### config.mk
export PLATFORM = sky130hd
export DESIGN_NAME = rle_out_encoder
export DESIGN_NICKNAME = d
export VERILOG_FILES = /design/src/rtl/rle_out_encoder.sv
export SDC_FILE = /design/constraint.sdc
export NUM_CORES = 1
export LEC_CHECK = 0
export ABC_AREA = 1
export CORE_ASPECT_RATIO = 1.25
export CORE_UTILIZATION = 40
export DETAILED_ROUTE_END_ITERATION = 12
export GPL_ROUTABILITY_DRIVEN = 0
export HOLD_SLACK_MARGIN = 0.05
export PLACE_DENSITY = 0.57
export SYNTH_ARGS = -nofsm -noshare
export SYNTH_HDL_FRONTEND = slang
export SYNTH_SLANG_ARGS = --single-unit
### constraint.sdc
create_clock -name clk -period 2.6 [get_ports clk]
set_clock_uncertainty 0.05 [all_clocks]
set_input_delay 0.65 -clock clk [delete_from_list [all_inputs] [get_ports clk]]
set_output_delay 0.65 -clock clk [all_outputs]
set_load 0.01 [all_outputs]
### src/rtl/rle_out_encoder.sv
// Run-length encoder for the RAM result region: reads N-bit words, scans each LSB first and
// streams {0, run value, run length} tokens under valid/ready. RLE_EOB_EN adds an 8'h80 marker.
module rle_out_encoder #(
  parameter int unsigned    N         = 32,
  parameter int unsigned    AW        = 20,
  parameter logic [AW-1:0]  BASE_ADDR = AW'(20)
) (
  input  logic          clk,
  input  logic          reset,
  input  logic          start,
  input  logic [AW-1:0] len,
  output logic          mem_rd,
  output logic [AW-1:0] mem_addr,
  input  logic [N-1:0]  mem_rdata,
  output logic [7:0]    token,
  output logic          token_valid,
  input  logic          token_ready,
  output logic          busy,
  output logic          done
);

  localparam int unsigned CW = $clog2(N) + 1;

  localparam logic [2:0] StIdle  = 3'd0;
  localparam logic [2:0] StFetch = 3'd1;
  localparam logic [2:0] StLoad  = 3'd2;
  localparam logic [2:0] StScan  = 3'd3;
  localparam logic [2:0] StEmit  = 3'd4;
  localparam logic [2:0] StFin   = 3'd5;
`ifdef RLE_EOB_EN
  localparam logic [2:0] StEob   = 3'd6;
`endif

  logic [2:0]    state_q, state_d;
  logic [AW-1:0] addr_q, addr_d;
  logic [AW-1:0] len_q, len_d;
  logic [AW-1:0] word_cnt_q, word_cnt_d;
  logic [N-1:0]  sr_q, sr_d;
  logic          run_val_q, run_val_d;
  logic [CW-1:0] run_cnt_q, run_cnt_d;
  logic [CW-1:0] ptr_q, ptr_d;
  logic          last_q, last_d;
  logic [7:0]    token_q, token_d;

  logic [CW-1:0] run_cnt_inc;
  logic [AW-1:0] words_done;

  assign run_cnt_inc = run_cnt_q + CW'(1);
  assign words_done  = word_cnt_q + AW'(1);

  function automatic logic [7:0] make_token(input logic val, input logic [CW-1:0] cnt);
    logic [7:0] t;
    t         = '0;
    t[6]      = val;
    t[CW-1:0] = cnt;
    return t;
  endfunction

  always_comb begin
    state_d    = state_q;
    addr_d     = addr_q;
    len_d      = len_q;
    word_cnt_d = word_cnt_q;
    sr_d       = sr_q;
    run_val_d  = run_val_q;
    run_cnt_d  = run_cnt_q;
    ptr_d      = ptr_q;
    last_d     = last_q;
    token_d    = token_q;

    case (state_q)
      StIdle: begin
        if (start) begin
          if (len == '0) begin
`ifdef RLE_EOB_EN
            token_d = 8'h80;
            state_d = StEob;
`else
            state_d = StFin;
`endif
          end else begin
            len_d      = len;
            addr_d     = BASE_ADDR;
            word_cnt_d = '0;
            state_d    = StFetch;
          end
        end
      end

      StFetch: state_d = StLoad;

      StLoad: begin
        // Bit 0 seeds the first run, so the shift register starts one bit ahead.
        sr_d      = mem_rdata >> 1;
        run_val_d = mem_rdata[0];
        run_cnt_d = CW'(1);
        ptr_d     = CW'(1);
        last_d    = 1'b0;
        state_d   = StScan;
      end

      StScan: begin
        if (ptr_q == CW'(N)) begin
          // Last bit opened a fresh run of one; flush it as the word's final token.
          token_d = make_token(run_val_q, run_cnt_q);
          last_d  = 1'b1;
          state_d = StEmit;
        end else begin
          sr_d  = sr_q >> 1;
          ptr_d = ptr_q + CW'(1);
          if (sr_q[0] == run_val_q) begin
            run_cnt_d = run_cnt_inc;
            if (ptr_q == CW'(N - 1)) begin
              token_d = make_token(run_val_q, run_cnt_inc);
              last_d  = 1'b1;
              state_d = StEmit;
            end
          end else begin
            token_d   = make_token(run_val_q, run_cnt_q);
            run_val_d = sr_q[0];
            run_cnt_d = CW'(1);
            state_d   = StEmit;
          end
        end
      end

      StEmit: begin
        if (token_ready) begin
          if (!last_q) begin
            state_d = StScan;
          end else if (words_done == len_q) begin
`ifdef RLE_EOB_EN
            token_d = 8'h80;
            state_d = StEob;
`else
            state_d = StFin;
`endif
          end else begin
            word_cnt_d = words_done;
            addr_d     = addr_q + AW'(1);
            state_d    = StFetch;
          end
        end
      end

`ifdef RLE_EOB_EN
      StEob: begin
        if (token_ready) state_d = StFin;
      end
`endif

      StFin: state_d = StIdle;

      default: state_d = StIdle;
    endcase
  end

  always_ff @(posedge clk) begin
    if (reset) begin
      state_q    <= StIdle;
      addr_q     <= BASE_ADDR;
      len_q      <= '0;
      word_cnt_q <= '0;
      sr_q       <= '0;
      run_val_q  <= 1'b0;
      run_cnt_q  <= '0;
      ptr_q      <= '0;
      last_q     <= 1'b0;
      token_q    <= '0;
    end else begin
      state_q    <= state_d;
      addr_q     <= addr_d;
      len_q      <= len_d;
      word_cnt_q <= word_cnt_d;
      sr_q       <= sr_d;
      run_val_q  <= run_val_d;
      run_cnt_q  <= run_cnt_d;
      ptr_q      <= ptr_d;
      last_q     <= last_d;
      token_q    <= token_d;
    end
  end

  assign mem_rd      = (state_q == StFetch);
  assign mem_addr    = addr_q;
  assign token       = token_q;
`ifdef RLE_EOB_EN
  assign token_valid = (state_q == StEmit) || (state_q == StEob);
`else
  assign token_valid = (state_q == StEmit);
`endif
  assign busy        = (state_q != StIdle);
  assign done        = (state_q == StFin);

  a_token_hold: assert property (@(posedge clk) disable iff (reset)
      (token_valid && !token_ready) |=> (token_valid && $stable(token)));

endmodule

==> metrics.md, run 1 <==
| Metric | Value |
|---|---|
| Crit. Startpoint | state_q[1] |
| Lkg Pwr | 3.389 nW |
| Antenna violations before repair | 0 |
| Hold_buf cts | 0 |
| Routed vias/inst | 4.934 |
| Fin crit period | roughly 2400 ps |
| Number of flops mapped to enable cells by yosys | 0 |
| Critical Path Fanout Max | 5 |
| Finished Cell Area | around 0.0083 mm² |
| Width of the die | 114.7 µm |
| Post-Synthesis Cell Area | 0.006349 mm² |
| Drt total wl | 16.58 mm |
| Nets | roughly 1100 |
| FP Rows | 51 |
| Cells after Synth | 968 |
| Max_cap viols | 0 |
| Core area | between 0.015 and 0.02 mm² |
| Seq/Total Area, Yosys | 36.26% |
| First-pass iteration count of the detailed router | 5 |
| Crit path capture type | primary output |
| Most frequent cells in the layout | nand2_1 (247), nor2_1 (132), dfxtp_1 (115), inv_1 (85), clkdlybuf4s50_1 (84) |
| Most common cell after layout, fill and taps aside | nand2_1 |
| Crit path arrival time | 1720 ps |
| FMAX | 412.5 MHz |
| CTS Buffer Depth | 2 |
| Final core occ | 53.17% |
| DP HPWL | 11.94 mm |
| Worst-Skew Late Latency | 420 ps |
| TritonCTS clock tree | yes |
| Count of cell types in the netlist | 38 |
| PwrDens | 780.6 mW/mm² |
| Unrepaired setup endpoints after global routing | false |
| Initial drt markers | 326 |
| Flops & latches, synth | 115 |
| Vias in the first global route | 5607 |
| First-pass GRT wire length | 27.19 mm |
| Share of cells above drive strength 1 | around 11% |
| Post-DRT Antenna Nets | 0 |
| Final cell count without fillers | 1288 |
| VDD IR-drop max | 0.0003851 V |
| GR Overflow Total | 0 |
| Final setup vio count | 0 |
| Outcome | finished, final reports clean |
| Max-slew violation count | 0 |
| Initial Util | 40.77% |
| Sinks on Clock Net | 115 |
| Inserted Clock Buffers | 17 |
| Final routed DRC violation total | 0 |
| DR vias | between 6000 and 7000 |
| Drt wl/cell | 12.87 µm |
| Synth Net Count | 1030 |
| Port bufs | 86 |
| Area growth from synthesis to layout | 30.41% |
| Top FF cell, synth | dfxtp_1 |
| CP Launch Type | flop |
| ANT cells | 0 |
| Req. time, crit path | around 1900 ps |
| Die ar. | around 0.016 mm² |
| H-tree lvl count | 4 |
| Beginning of the worst hold path | sr_q[30] |
| Top-level I/O count | 88 |
| Root Buffer | clkbuf_16 |
| Synth warn | 0 |
| Period Utilization, post-route | 93.25% |
| Hold crit path type | flop to flop |
| Final hold violations | 0 |
| Placed cell count | 1255 |
| All-Layer GR Usage | 21.13% |
| Overall power | 0.006463 W |
| Reg2reg path depth | 19 |
| Clock-pin slew on the worst setup and hold paths | 50 ps |
| Placed Area | roughly 0.0076 mm² |
| WS Path Type | flop to primary output |
| Largest net degree at the start of global routing | 61 |
| Avg Cell Area, Syn | 6.558 µm² |
| Post-synth ARST share | 0% |
| Hold depth | 2 |
| Height of the die | 142.9 µm |
| Reg-to-Reg Start | word_cnt_q[0] |
metal layers:
metal  vias to the layer above  part of all wire (%)  global-route usage [%]
li1                       3374                     -                       -
met1                      2843                    48                   26.89
met2                       120                    47                   35.15
met3                        18                   4.0                   4.881
met4                         0                   1.3                   6.767
met5                         -                     0                       0
per-stage QoR:
stage	setup WS (ps)	setup TNS, ps	hold WS [ps]
2_1_floorplan	411.0	0	391.0
3_3_place_gp	-19.47	-164.4	405.9
3_5_place_dp	-68.34	-1548	408.1
4_1_cts	-22.35	-42.54	415.0
5_1_grt	7.027	0	439.5
6_report	175.6	0	410.3
power breakdown:
part	switching (W)	leakage [nW]	internal (W)
Sequential	0.000279	0.942	0.00204
Combinational	0.000932	2.15	0.000772
Clock	0.000828	0.296	0.00161
Total	0.00204	3.39	0.00442
state kept, by name (all words and copies together) (netlist names):
signal,flops
last_q,1
len_q,20
mem_addr,20
ptr_q,6
run_cnt_q,6
run_val_q,1
sr_q,31
state_q,3
token,7
word_cnt_q,20
path summary, 6_finish.rpt:
kind                                endpoint  slack [ps]
worst min-delay path                sr_q[30]         410
worst min register to register      sr_q[30]         410
worst max-delay path                    busy         180
worst max register to register  mem_addr[17]         200
cells by family after synthesis:
logic type | count (synthesis) | share of synthesized area, %
AO/OA/AOI/OAI | 167 | 15.39
adder cells (fa/ha/maj) | 6 | 1.182
AND/OR/NAND/NOR | 524 | 35.93
other | 1 | 0.05907
XOR/XNOR | 17 | 2.345
buffers and inverters | 138 | 8.829
flip-flops | 115 | 36.26
Yosys cell counts, types with 2 or more instances:
library cell | number | area share [%]
a211oi_1 | 3 | 0.35
clkbuf_1 | 36 | 2.1
nor2_1 | 137 | 8.1
o21bai_1 | 3 | 0.35
dfxtp_1 | 115 | 36
nand2_4 | 2 | 0.35
a31oi_1 | 35 | 3.4
nand3_1 | 46 | 3.6
nor3_1 | 25 | 2.0
a21oi_1 | 39 | 3.1
nor2_4 | 4 | 0.71
xor2_1 | 9 | 1.2
xnor2_1 | 8 | 1.1
buf_6 | 2 | 0.35
inv_1 | 87 | 5.1
nand2_1 | 247 | 15
buf_4 | 5 | 0.59
ha_1 | 6 | 1.2
buf_2 | 4 | 0.32
nand3b_1 | 6 | 0.71
clkinv_1 | 2 | 0.12
or2_2 | 7 | 0.69
nor2_2 | 4 | 0.39
nand4_1 | 14 | 1.4
o21ai_0 | 64 | 5.0
nor4_1 | 4 | 0.39
a311oi_1 | 20 | 2.8
nand2_2 | 24 | 2.4
repair_timing:
item	in CTS	in global routing
endpoints found under the setup margin	2	43
setup buffers	0	1
gates resized for setup	2	9
pin swaps	0	2
hold endpoints to repair	0	0
critical path: stages, from the launching register on:
cell	delay, ps
dfxtp_1	390
inv_1	80
nand2_1	140
buf_4	180
inv_1	50
nand2_1	160
dlygate4sd2_1	310
cell type report:
cell class | count | area, µm²
Clock inverter | 8 | 123.9
Sequential cell | 115 | 2302
Timing Repair Buffer | 123 | 1227
Clock buffer | 24 | 491.7
Multi-Input combinational cell | 715 | 3523
Tap cell | 212 | 265.3
Inverter | 91 | 345.3
Fill cell | 1618 | 7291
(Power assumes the default switching activity.)
==> run 2: changes to the inputs <==
REMOVE_ABC_BUFFERS = 1   (was not set)
==> metrics.md, run 2 (same netlist as run 1, synthesis figures left out) <==
| Metric | Value |
|---|---|
| CP bufs+invs | 3 |
| Slowest cell on crit path | dfxtp_1 |
| Share of cells above drive strength 1 | 12.00% |
| Clock-pin slew on the worst setup and hold paths | 60 ps |
| FP Rows | ~50 |
| Drt total wl | 16.82 mm |
| Worst-Skew Late Latency | 420 ps |
| Die ar. | 0.01638 mm² |
| Height of the die | between 100 and 150 µm |
| Fin Setup TNS | 0 ps |
| Final setup vio count | 0 |
| Hold_buf cts | 0 |
| First-pass iteration count of the detailed router | 6 |
| Max_cap viols | 0 |
| PwrDens | 784.0 mW/mm² |
| Most common cell after layout, fill and taps aside | nand2_1 |
| Final hold violations | 0 |
| Drt wl/cell | between 10 and 15 µm |
| Initial drt markers | 269 |
| Largest net degree at the start of global routing | 79 |
| Outcome | finished, final reports clean |
| Pre-CTS setup slack | approximately 25 ps |
| VDD IR-drop max | 0.0004592 V |
| DR vias | 6362 |
| Crit path arrival time | 2710 ps |
| Period Utilization, post-route | 92.88% |
| Req. time, crit path | 2900 ps |
| Final worst setup slack | 185.2 ps |
| Critical Path Fanout Max | 24 |
| Antenna violations before repair | 0 |
| Nets | approximately 1100 |
| Root Buffer | clkbuf_16 |
| DP HPWL | 11.90 mm |
| Crit-path leading delay family | simple AND/OR/NAND/NOR gates |
| ANT cells | 0 |
| Sinks on Clock Net | 115 |
| FMAX | a little over 400 MHz |
| Crit path largest cell delay | 340 ps |
| Routed vias/inst | 4.943 |
| WHS | 420.2 ps |
| CP Cell Sequence | ha_1, buf_4, nand3_2, xnor2_2, or2_2, nand2_1, nor2_1, nand3_2, nor2_2, nand2_2, nand2_4, inv_4, buf_12, nand2_2, nand2_1, nor2_1 |
| First-pass GRT wire length | 28.64 mm |
| Max-slew violation count | 0 |
| GR Overflow Total | 0 |
| Top-level I/O count | 88 |
| CP Launch Type | flop |
| Final routed DRC violation total | 0 |
| Lkg Pwr | between 3 and 4 nW |
| TritonCTS clock tree | yes |
| Area growth from synthesis to layout | 31.34% |
| Crit path capture type | flop |
| Hold crit path type | flop to flop |
| Max FFs per register | 31 |
| Initial Util | roughly 40% |
| Width of the die | roughly 110 µm |
| Most frequent cells in the layout | nand2_1 (246), nor2_1 (131), dfxtp_1 (114), inv_1 (85), clkdlybuf4s50_1 (83) |
| H-tree lvl count | 4 |
| Post-DRT Antenna Nets | 0 |
| Core area | about 0.016 mm² |
| Vias in the first global route | 5980 |
| All-Layer GR Usage | 22.21% |
| Inserted Clock Buffers | 17 |
| Fin crit period | 2415 ps |
| WS Path Type | flop to flop |
| CTS Buffer Depth | 2 |
| Port bufs | 86 |
| Most flops, register | sr_q |
run 2: final cells by class:
type                            count  area [µm²]
Timing Repair Buffer              122        1235
Tap cell                          212       265.3
Fill cell                        1658        7232
Sequential cell                   115        2303
Multi-Input combinational cell    715        3546
Inverter                           91       345.3
Clock inverter                     12       176.4
Clock buffer                       20       466.7
run 2: path summary, 6_finish.rpt:
check / cells after the start / slack (ps) / startpoint / to
max: 16 / 190 / word_cnt_q[0] / mem_addr[13]
min: 2 / 420 / sr_q[30] / sr_q[30]
max reg2reg: 16 / 190 / word_cnt_q[0] / mem_addr[13]
min reg2reg: 2 / 420 / sr_q[30] / sr_q[30]
run 2: through the flow:
| stage | util, % | total power, W | area [µm²] | std cells |
|---|---|---|---|---|
| 6_report | 53.55 | 0.006537 | 8338 | 1287 |
| 4_1_cts | 53.20 | 0.006592 | 8283 | 1286 |
| 3_3_place_gp | 48.75 | 0.004003 | 7590 | 1252 |
| 2_1_floorplan | - | 0.003298 | 6133 | 921 |
| 3_5_place_dp | 48.75 | 0.004019 | 7590 | 1252 |
| 5_1_grt | 53.55 | 0.006963 | 8338 | 1287 |
run 2: what timing repair did:
action	4_1_cts	5_1_grt
pin swaps	1	1
setup buffers	1	1
cloned	1	0
setup endpoints to repair	3	41
gates resized for setup	6	13
run 2: worst min-delay path, delay by kind of cell (launching register included):
| family | cells | cell delay [ps] |
|---|---|---|
| flip-flops | 1 | 310 |
| AND/OR/NAND/NOR | 1 | 60 |
| AO/OA/AOI/OAI | 1 | 50 |
run 2: metal layers:
metal	track usage, %	part of all wire, %	vias to the layer above
met5	0	0	-
li1	-	-	3379
met4	7.314	1.4	0
met3	5.815	3.2	14
met1	26.79	46	2880
met2	38.15	50	89
run 2: report_power, final:
part           internal (W)  switching, W  total [W]
registers           0.00204      0.000279    0.00232
clock network       0.00168      0.000859    0.00254
logic              0.000755      0.000918    0.00167
total               0.00448       0.00206    0.00654
==> run 3: changes to the inputs <==
CTS_CLUSTER_DIAMETER = 60   (was not set)
MAX_ROUTING_LAYER = met4   (was not set)
==> metrics.md, run 3 (same netlist as run 1, synthesis figures left out) <==
| Metric | Value |
|---|---|
| Outcome | finished, final reports clean |
| Height of the die | 142.9 µm |
| Core area | 0.01557 mm² |
| Initial Util | 40.77% |
| Hold_buf cts | 0 |
| Nets | between 1000 and 1500 |
| Final routed DRC violation total | 0 |
| Finished Cell Area | between 0.008 and 0.009 mm² |
| Sinks on Clock Net | between 100 and 150 |
| CP Launch Type | flop |
| Width of the die | 114.7 µm |
| Critical Path Fanout Max | 24 |
| Area growth from synthesis to layout | 31.34% |
| FP Rows | between 50 and 60 |
| Met3 Routed Length | 540 µm |
| Max FFs per register | 31 |
| Clock-pin slew on the worst setup and hold paths | around 60 ps |
| Initial drt markers | 287 |
| H-tree lvl count | 4 |
| Post-DRT Antenna Nets | 0 |
| Port bufs | 86 |
| Crit path capture type | flop |
| Inserted Clock Buffers | 17 |
| Final hold violations | 0 |
| Crit-path leading delay family | simple AND/OR/NAND/NOR gates |
| Most flops, register | sr_q |
| CTS Buffer Depth | 2 |
| Most common cell after layout, fill and taps aside | nand2_1 |
| Drt wl/cell | 13.09 µm |
| Slowest cell on crit path | dfxtp_1 |
| Die ar. | 0.01638 mm² |
| Crit path largest cell delay | 340 ps |
| FILL cells | 1658 |
| Max-slew violation count | 0 |
| Final setup vio count | 0 |
| Final cell count without fillers | 1287 |
| Antenna violations before repair | 0 |
| Max_cap viols | 0 |
| All-Layer GR Usage | 22.88% |
| Largest net degree at the start of global routing | 79 |
| First-pass GRT wire length | 28.62 mm |
| VDD IR-drop max | 0.0004555 V |
| PwrDens | 784.5 mW/mm² |
| Hold crit path type | flop to flop |
| Most frequent cells in the layout | nand2_1 (246), nor2_1 (131), dfxtp_1 (114), inv_1 (85), clkdlybuf4s50_1 (83) |
| Placed cell count | 1252 |
| Crit path arrival time | between 2000 and 3000 ps |
| Routed vias/inst | 4.949 |
| Period Utilization, post-route | 93.57% |
| CP Cell Sequence | ha_1, buf_4, nand3_2, xnor2_2, or2_2, nand2_1, nor2_1, nand3_2, nor2_2, nand2_2, nand2_4, inv_4, buf_12, nand2_2, nand2_1, nor2_1 |
| DR vias | 6370 |
| Placed Area | 0.007590 mm² |
| First-pass iteration count of the detailed router | 7 |
| R2R Setup Slk | 170 ps |
| Overall power | approximately 0.0065 W |
| Drt total wl | 16.85 mm |
| Top-level I/O count | 88 |
| Metal2 WL | ~8.3 mm |
| Root Buffer | clkbuf_16 |
| WS Path Type | flop to flop |
| Fin crit period | around 2400 ps |
| TritonCTS clock tree | yes |
| GR Overflow Total | 0 |
| Worst-Skew Late Latency | between 400 and 500 ps |
| DP HPWL | 11.90 mm |
| Vias in the first global route | 5978 |
| Final core occ | between 50% and 60% |
| ANT cells | 0 |
| CP bufs+invs | 3 |
| Lkg Pwr | 3.409 nW |
| Share of cells above drive strength 1 | around an eighth |
| FMAX | 411.0 MHz |
| Max layer used | met4 |
| Met1 wire length | 7.725 mm |
| Req. time, crit path | 2900 ps |
==> run 3: cell counts in the layout (fill, tap and decap cells not counted) <==
No cell type changed its count.
==> run 3: where the power goes <==
group / switching (W) / leakage (nW) / internal, W
Sequential: 0.000279 / 0.943 / 0.00204
Clock: 0.000862 / 0.313 / 0.00168
Combinational: 0.000920 / 2.15 / 0.000755
==> run 3: metal layers <==
metal  up-vias  global-route usage [%]
met5         -                       -
met4         0                   7.314
met3        22                   5.348
met2        91                   38.15
met1      2880                   27.13
li1       3377                       -
==> run 3: repair_timing <==
item | in CTS | in global routing
buffers inserted | 1 | 1
gates cloned | 1 | 0
gates resized for setup | 6 | 13
pin swaps | 1 | 1
endpoints found under the setup margin | 3 | 41
==> run 3: worst register-to-register path: stages (launching register included) <==
cell and delay [ps]:
dfxtp_1 340, ha_1 180, buf_4 120, nand3_2 140
xnor2_2 260, or2_2 150, nand2_1 40, nor2_1 190
nand3_2 140, nor2_2 160, nand2_2 80, nand2_4 80
inv_4 60, buf_12 160, nand2_2 70, nand2_1 50
nor2_1 110
==> run 3: path summary, 6_finish.rpt <==
kind	cells past startpoint	startpoint	endpoint
setup reg to reg	16	word_cnt_q[0]	mem_addr[13]
hold / removal	2	sr_q[30]	sr_q[30]
hold reg to reg	2	sr_q[30]	sr_q[30]
setup / recovery	16	word_cnt_q[0]	mem_addr[13]
==> run 3: area by class of cell <==
cell class | count | area [µm²] | share of cell area [%]
clock buffer | 20 | 466.7 | 5.597
sequential | 115 | 2303 | 27.63
clock inverter | 12 | 176.4 | 2.116
tap | 212 | 265.3 | 3.181
timing repair buffer | 122 | 1235 | 14.81
multi-input combinational | 715 | 3546 | 42.53
inverter | 91 | 345.3 | 4.142
==> run 3: stage by stage <==
step / setup TNS (ps) / hold WS [ps] / setup slack (ps)
finish: 0 / 421.2 / 167.2
global route: -33.18 / 447.0 / -19.87
CTS: 0 / 419.9 / 25.91
detailed placement: 0 / 410.9 / 24.91
global placement: 0 / 405.6 / 75.22
floorplan: -37400 / 384.9 / -678.2
